==> src/rtl/hazard_ctrl_np.sv <==
// hazard_ctrl_np: pipeline hazard controller.
// Resolves EX-stage operand forwarding from MEM/WB, inserts load-use bubbles,
// holds the pipe while data memory is busy (with a timeout), and flushes the
// younger stages on a taken jump or branch. Also keeps saturating perf counters.
module hazard_ctrl_np #(
    parameter int XLEN  = 32,
    parameter int NRD   = 2,
    parameter int RA_W  = 5,
    parameter int TMO   = 255,
    parameter int CNT_W = 16
) (
    input  logic                 clk,
    input  logic                 rstn,
    input  logic [NRD*RA_W-1:0]  rf_ra_ex,
    input  logic [NRD-1:0]       rf_re_ex,
    input  logic                 rf_we_mem,
    input  logic [RA_W-1:0]      rf_wa_mem,
    input  logic [1:0]           rf_wd_sel_mem,
    input  logic [XLEN-1:0]      alu_ans_mem,
    input  logic [XLEN-1:0]      pc_add4_mem,
    input  logic [XLEN-1:0]      imm_mem,
    input  logic                 rf_we_wb,
    input  logic [RA_W-1:0]      rf_wa_wb,
    input  logic [XLEN-1:0]      rf_wd_wb,
    input  logic                 dm_req_mem,
    input  logic                 dm_ready,
    input  logic                 jal_ex,
    input  logic                 jalr_ex,
    input  logic                 br_ex,
    output logic [NRD-1:0]       rf_rd_fe,
    output logic [NRD*XLEN-1:0]  rf_rd_fd,
    output logic                 stall_if,
    output logic                 stall_id,
    output logic                 stall_ex,
    output logic                 stall_mem,
    output logic                 flush_id,
    output logic                 flush_ex,
    output logic                 flush_mem,
    output logic                 flush_wb,
    output logic                 err,
    output logic [CNT_W-1:0]     perf_stall,
    output logic [CNT_W-1:0]     perf_lu,
    output logic [CNT_W-1:0]     perf_flush
);

    localparam logic [1:0] ST_RUN  = 2'd0;
    localparam logic [1:0] ST_WAIT = 2'd1;
    localparam logic [1:0] ST_LU   = 2'd2;

    // The wait counter only needs to reach TMO-1: the TMO-th WAIT cycle is
    // the one that gives up on the memory.
    localparam int            TW       = (TMO < 2) ? 1 : $clog2(TMO + 1);
    localparam logic [TW-1:0] TMO_LAST = TW'(TMO - 1);

    localparam logic [1:0] SEL_ALU = 2'b00;
    localparam logic [1:0] SEL_PC4 = 2'b01;
    localparam logic [1:0] SEL_MRD = 2'b10;

    logic [1:0]       state_q, state_d;
    logic [TW-1:0]    waitCnt_q, waitCnt_d;
    logic             err_q;
    logic [CNT_W-1:0] perfStall_q, perfLu_q, perfFlush_q;

    logic [RA_W-1:0]  raPort [NRD];
    logic [NRD-1:0]   memHit;
    logic [NRD-1:0]   wbHit;
    logic             luRaw;
    logic             mwRaw;
    logic             timeout;
    logic             mwStall;
    logic             luStall;
    logic             rdFlush;

    // Per read port: does the MEM or WB stage write the register EX reads?
    always_comb begin
        for (int i = 0; i < NRD; i++) begin
            raPort[i] = rf_ra_ex[i*RA_W +: RA_W];
            memHit[i] = rf_re_ex[i] && (raPort[i] != '0) && rf_we_mem
                        && (rf_wa_mem == raPort[i]);
            wbHit[i]  = rf_re_ex[i] && (raPort[i] != '0) && rf_we_wb
                        && (rf_wa_wb == raPort[i]);
        end
    end

    // Select forward data; a MEM hit on load data cannot forward and flags load-use.
    always_comb begin
        rf_rd_fe = '0;
        rf_rd_fd = '0;
        luRaw    = 1'b0;
        for (int i = 0; i < NRD; i++) begin
            if (memHit[i]) begin
                case (rf_wd_sel_mem)
                    SEL_ALU: begin
                        rf_rd_fe[i]               = 1'b1;
                        rf_rd_fd[i*XLEN +: XLEN]  = alu_ans_mem;
                    end
                    SEL_PC4: begin
                        rf_rd_fe[i]               = 1'b1;
                        rf_rd_fd[i*XLEN +: XLEN]  = pc_add4_mem;
                    end
                    SEL_MRD: begin
                        luRaw                     = 1'b1;
                    end
                    default: begin
                        rf_rd_fe[i]               = 1'b1;
                        rf_rd_fd[i*XLEN +: XLEN]  = imm_mem;
                    end
                endcase
            end else if (wbHit[i]) begin
                rf_rd_fe[i]              = 1'b1;
                rf_rd_fd[i*XLEN +: XLEN] = rf_wd_wb;
            end
        end
    end

    // Hazard priority: memory wait beats load-use beats redirect. A timed-out
    // access counts as complete, and a redirect waits until EX is free.
    always_comb begin
        mwRaw   = dm_req_mem & ~dm_ready;
        timeout = (state_q == ST_WAIT) && (waitCnt_q == TMO_LAST);
        mwStall = mwRaw & ~timeout;
        luStall = luRaw & ~mwStall & (state_q != ST_LU);
        rdFlush = (jal_ex | jalr_ex | br_ex) & ~mwStall & ~luStall;
    end

    // Stage control lines, held inactive while reset is asserted.
    always_comb begin
        stall_if  = rstn & (mwStall | luStall);
        stall_id  = rstn & (mwStall | luStall);
        stall_ex  = rstn & (mwStall | luStall);
        stall_mem = rstn & mwStall;
        flush_id  = rstn & rdFlush;
        flush_ex  = rstn & rdFlush;
        flush_mem = rstn & luStall;
        flush_wb  = rstn & mwStall;
    end

    // Control FSM next state and memory-wait cycle counter.
    always_comb begin
        state_d   = state_q;
        waitCnt_d = waitCnt_q;
        case (state_q)
            ST_RUN: begin
                waitCnt_d = '0;
                if (mwRaw) begin
                    state_d = ST_WAIT;
                end else if (luStall) begin
                    state_d = ST_LU;
                end
            end
            ST_WAIT: begin
                if (!mwRaw || timeout) begin
                    state_d   = ST_RUN;
                    waitCnt_d = '0;
                end else begin
                    waitCnt_d = waitCnt_q + TW'(1);
                end
            end
            ST_LU: begin
                state_d   = ST_RUN;
                waitCnt_d = '0;
            end
            default: begin
                state_d   = ST_RUN;
                waitCnt_d = '0;
            end
        endcase
    end

    // FSM state, wait counter and the sticky timeout flag.
    always_ff @(posedge clk or negedge rstn) begin
        if (!rstn) begin
            state_q   <= ST_RUN;
            waitCnt_q <= '0;
            err_q     <= 1'b0;
        end else begin
            state_q   <= state_d;
            waitCnt_q <= waitCnt_d;
            if (timeout) begin
                err_q <= 1'b1;
            end
        end
    end

    // Saturating performance counters for stalls, bubbles and redirect flushes.
    always_ff @(posedge clk or negedge rstn) begin
        if (!rstn) begin
            perfStall_q <= '0;
            perfLu_q    <= '0;
            perfFlush_q <= '0;
        end else begin
            if ((mwStall | luStall) && (perfStall_q != {CNT_W{1'b1}})) begin
                perfStall_q <= perfStall_q + CNT_W'(1);
            end
            if (luStall && (perfLu_q != {CNT_W{1'b1}})) begin
                perfLu_q <= perfLu_q + CNT_W'(1);
            end
            if (rdFlush && (perfFlush_q != {CNT_W{1'b1}})) begin
                perfFlush_q <= perfFlush_q + CNT_W'(1);
            end
        end
    end

    assign err        = err_q;
    assign perf_stall = perfStall_q;
    assign perf_lu    = perfLu_q;
    assign perf_flush = perfFlush_q;

endmodule

==> config.mk <==
export PLATFORM = sky130hd
export DESIGN_NAME = hazard_ctrl_np
export DESIGN_NICKNAME = d
export VERILOG_FILES = /design/src/rtl/hazard_ctrl_np.sv
export SDC_FILE = /design/constraint.sdc
export NUM_CORES = 1
export LEC_CHECK = 0
export CAP_MARGIN = 15
export CORE_MARGIN = 1.5
export CORE_UTILIZATION = 40
export DETAILED_ROUTE_END_ITERATION = 12
export HOLD_SLACK_MARGIN = 0.15
export PLACE_DENSITY_LB_ADDON = 0.15
export SETUP_SLACK_MARGIN = 0.4
export SLEW_MARGIN = 0
export SYNTH_ARGS = -nofsm -noshare
export SYNTH_HDL_FRONTEND = slang
export SYNTH_SLANG_ARGS = --single-unit
==> constraint.sdc <==
create_clock -name clk -period 8.28 [get_ports clk]
set_input_delay 1.656 -clock clk [delete_from_list [all_inputs] [get_ports clk]]
set_output_delay 1.656 -clock clk [all_outputs]
set_load 0.02 [all_outputs]
After elaboration in Yosys (flattened, before gate mapping)
Cells that the tools add are included.

cells by class
  add/subtract/negate cells = 4
  equality and inequality tests = 14
  multiplexer cells = 20
  bitwise logic cells = 17
  reduce and logical (&&, ||, !) cells = 21

operator list
  cell                     number
  $mux W32                 4
  $pmux W32 S3             1
  $add A16 B1 Y16 const B  3
  $ne A16 B16 Y1 const B   3
  $eq A5 B5 Y1             4
  $mux W8                  2
  $logic_and A1 B1 Y1      14
  $and A1 B1 Y1            10
  $reduce_bool A5 Y1       2
  $mux W1                  9
  $add A8 B1 Y8 const B    1
  $eq A8 B8 Y1 const B     1
  $mux W2                  3
  $eq A2 B1 Y1 const B     2
  $logic_not A2 Y1         2
  $not A1 Y1               4
  $pmux W2 S2              1
  $ne A3 B3 Y1 const B     1
  $or A1 B1 Y1             3
  $eq A2 B2 Y1 const B     1
  $ne A2 B1 Y1 const B     1
  $ne A2 B2 Y1 const B     1
  $reduce_and A2 Y1        1
  $logic_not A1 Y1         1
  $logic_or A1 B1 Y1       1

storage, ports and cells
  bits in registers = 59
  word-level logic and storage cells = 82

Depth between registers and ports, before layout
  depth after elaboration = 12
  depth in mapped cells = 9
  mapped depth without buffers = 8

Worst setup path after synthesis
Ideal clock, no wire load.

  kind = input-to-output
  start = in rf_wa_mem[4]
  end = out stall_id
  arrival time = 3.784 ns
  required time = 6.624 ns
  path slack = 2.840 ns
  stages = 8
  buffers on the path = 3
  cells stage by stage = xor2_1 nor4_2 nand4_2 a21o_1 buf_2 buf_1 a21boi_0 buf_4

between the ends
  word-level cells in the longest chain between the ends = 9
  elaborated cells on any way between the ends = 11
  those cells by class = eq/ne (2); mux (3); bitwise (4); reduce/logical (2)

RTL lines
  element                         RTL line  text
  from (decl)                     17        input logic [RA_W-1:0] rf_wa_mem,
  $eq A5 B5 Y1                    79        && (rf_wa_mem == raPort[i]);
  $logic_and A1 B1 Y1             79
  $mux W1                         91        if (memHit[i]) begin
  $mux W1                         92        case (rf_wd_sel_mem)
  $mux W1 (*)                     91
  $and A1 B1 Y1 (*) (2 in a row)  122       luStall = luRaw & ~mwStall & (state_q != ST_LU);
  $or A1 B1 Y1 (*)                --
  $and A1 B1 Y1 (*)               --
  to (decl)                       33        output logic stall_id,

Every way passes the cells marked *; elsewhere a longest branch is shown, timed or not.

Worst setup path after layout
  start = in rf_ra_ex[0]
  end = out rf_rd_fd[0]

between the ends
  word-level cells in the longest chain between the ends = 6
  elaborated cells on any way between the ends = 10
  those cells by class = eq/ne (2); mux (2); reduce/logical (6)

RTL lines
  element              RTL line  text
  from (decl)          14        input logic [NRD*RA_W-1:0] rf_ra_ex,
  $reduce_bool A5 Y1   78, 80
  $logic_and A1 B1 Y1  78, 80
  $logic_and A1 B1 Y1  80        wbHit[i] = rf_re_ex[i] && (raPort[i] != '0) && rf_we_wb
  $logic_and A1 B1 Y1  81        && (rf_wa_wb == raPort[i]);
  $mux W32             109       end else if (wbHit[i]) begin
  $mux W32 (*)         91
  to (decl)            31        output logic [NRD*XLEN-1:0] rf_rd_fd,

Marked as above.

==> metrics <==
kind of end point of the critical path=primary output; net count after synthesis=672; fraction of layout instances using a drive strength above 1=under 10%; post-CTS setup buffers=0; clock sink total=a little under 60; FFs w/ async S/R, synth=100%; synthesis-to-finish area growth=70.8%; placeable core region=around 11000 um2; Worst-Margin Slew=around 1.1 ns; DPL Wire Length=approximately 14 mm; final RePlAce weighted congestion=between 0.9 and 1; Synth Area in Simple Gates=a little under a fifth; hold buffer count at CTS=0; max_cap viols=0; post-detailed-routing wire length=17.5 mm; clock latency reported for the late side of the worst-skew pair=between 0.3 and 0.4 ns; worst stage delay on the critical path=0.76 ns; setup repair after global routing missed its margin=false; top cells by count, synth=a22o_1 (64), dfrtp_1 (59), nand2_1 (58), xnor2_1 (36), o21ai_0 (34); Critical Path Start Type=primary input; antenna violations before repair=0; Netlist cell types=45; CP max-delay cell=nor3_2; TritonCTS clock tree=done; maximum clock path buffer count=2; fraction of the mapped netlist area in adder cells=about 1.4%; share of Yosys cell area claimed by the top area cell type=around a third; total global routing track utilization=between 20 and 30%; die outline height=about 110 um; dominant synthesized flop cell=dfrtp_1; synthesized flop and latch total=around 60; Starting Density=between 40 and 50%; cell at the root of the clock tree=clkbuf_16; clock buffer count from CTS=9; number of nets still failing antenna checks after routing=0; width of the chip=~110 um; vias in the first global route=about 5200; number of detailed-routing iterations run before antenna repair=4; post-layout net count=~940; CTS HTree Levels=3; Seq/Total Area, Yosys=32.6%; number of placed instances with taps included=~900; critical-path maximum fanout=34; Avg Cell Area, Syn=roughly 9 um2; Cell Chain, Critical Path=clkdlybuf4s50_1 -> xor2_1 -> nor4_2 -> and4_1 -> buf_4 -> nor3_2 -> buf_4 -> a22o_1 -> clkdlybuf4s50_1; xor and xnor fraction of the mapped netlist area=roughly 13%; IO Count=roughly 280; kind of critical path=in -> out; port bufs=283; clock input transition at the sequential cells of the worst setup and hold paths=about 0.050 ns; summed instance area of the synthesized netlist=between 4000 and 5000 um2; multiplexer share of the synthesized area=a little under a tenth; setup_tns=0 ns; post-CTS sizing=0; areal power density over the cells=140 nW/um2; worst slack after detailed placement=between 1.5 and 2 ns; dominant cells by area after synthesis=dfrtp_1 (33%), a22o_1 (12%), mux2i_1 (7.3%); Post-Layout Cell Count=917; leading cell type by number of instances after synthesis=a22o_1; antenna cells=0; Hold Fails Final Rpt=0; detailed-route via count=a little over 5000; final total power=1.08 mW; Worst Hold Slack=about 0.46 ns; pin count of the biggest net entering global routing=between 50 and 60; cell type with the largest total area after synthesis=dfrtp_1; wire length of the first global-routing pass=26.9 mm; number of cells produced by synthesis=about 510; crit path from=rf_ra_ex[0]; hold wc startpoint=err; final max-slew violation count=0; highest ir drop seen on vdd=about 0.16 mV; number of setup violations in the final report=0; Synth warnings=0; Detailed Route Iter0 Violations=344; Cell Rows=38; final setup slack of the worst path=roughly 1.7 ns; status=finished clean; routed length per instance=around 19 um; post-route fraction of the period consumed by the critical path=80.0%; maximum clock rate=about 150 MHz; critical path required time=between 6 and 7 ns; arrival time at the worst endpoint=slightly below 5 ns; via-per-instance ratio=around 5.6; number of flops mapped to enable cells by yosys=0; Die Outline Area=12000 um2; type of the tightest min-delay check=reg -> reg; beginning of the worst register-to-register path=waitCnt_q[0]; Min Clock Period, post-route=about 6.6 ns; main combinational cell family by area after synthesis=compound AO/OA/AOI/OAI gates; relative slew slack=a little under a quarter; Synth Area in Compound Gates=21.9%; worst clock skew=0.00593 ns; DRC violation count after routing=0; total grt overflow=0; Leakage Power=3.13 nW
==> cell usage in the layout (no fill, tap or decap), types with 6 or more instances in the layout <==
| master | netlist | routed |
|---|---|---|
| a211oi_1 | 8 | 8 |
| nand2_1 | 58 | 58 |
| and3_1 | 13 | 13 |
| nand3_1 | 26 | 26 |
| xnor2_1 | 36 | 36 |
| clkdlybuf4s50_1 | 0 | 281 |
| dfrtp_1 | 59 | 59 |
| and2_1 | 7 | 7 |
| nand4_1 | 17 | 17 |
| clkbuf_16 | 0 | 9 |
| a21oi_1 | 9 | 9 |
| mux2i_1 | 33 | 33 |
| buf_4 | 4 | 8 |
| mux2_2 | 6 | 6 |
| o21ai_0 | 34 | 34 |
| nor2_1 | 18 | 18 |
| a22o_1 | 64 | 64 |
| xor2_1 | 29 | 29 |
==> flip-flops by register name (all words and copies together) (netlist names) <==
signal,cells
waitCnt_q,8
state_q,2
perf_stall,16
err,1
perf_flush,16
perf_lu,16
==> critical path: cells and delay by family <==
family	cells	cell delay (ns)
buffers and inverters	4	1.79
and+or+nand+nor	3	1.06
xor gates and xnor gates	1	0.22
AOI/OAI and AO/OA	1	0.22
==> routing by layer <==
| metal | up-vias | track usage (%) | part of all wire [%] | wire (um) |
|---|---|---|---|---|
| li1 | 2412 | - | - | - |
| met1 | 2505 | 34.2 | 39 | 6740 |
| met2 | 203 | 51.6 | 53 | 9180 |
| met3 | 39 | 5.45 | 5.9 | 1040 |
| met4 | 0 | 11.8 | 3.0 | 521 |
| met5 | - | 0 | 0 | 0 |
==> through the flow <==
stage          utilization [%]  area [um2]
2_1_floorplan                -        4520
3_3_place_gp              68.1        7440
3_5_place_dp              68.1        7440
4_1_cts                   70.7        7730
5_1_grt                   70.7        7730
6_report                  70.7        7730
==> where the power goes <==
part	leakage [nW]	internal (mW)	switching (mW)	total, mW
Sequential	0.779	0.324	0.0486	0.373
Clock	0.134	0.229	0.124	0.353
Combinational	2.21	0.191	0.162	0.353
==> area by class of cell <==
cell class	instances	area (um2)
fillers	842	3210
well taps	140	175
inverters	4	15.0
repair buffers	291	2880
multi-input cells	408	2890
clock inverters	5	55.1
flip-flops and latches	59	1480
clock buffers	10	229
==> path summary, 6_finish.rpt <==
| path | to | slack [ns] | cells after the start |
|---|---|---|---|
| min in group asynchronous | perf_stall[12] | 1.17 | 1 |
| worst max register to register | perf_lu[10] | 5.31 | 8 |
| worst min-delay path | err | 0.46 | 1 |
| worst max-delay path | rf_rd_fd[0] | 1.66 | 9 |
| max in group asynchronous | perf_flush[7] | 6.16 | 2 |
| worst min register to register | err | 0.46 | 1 |
==> logic make-up (layout without fill, tap and decap cells) <==
family	after synthesis	in the layout
buffers and inverters	39	310
multiplexers	40	40
flip-flops	59	59
AND/OR/NAND/NOR	165	165
adder cells (fa/ha/maj)	5	5
AO/OA/AOI/OAI	133	133
XOR/XNOR	65	65
Power figures use the tool's default switching activity.
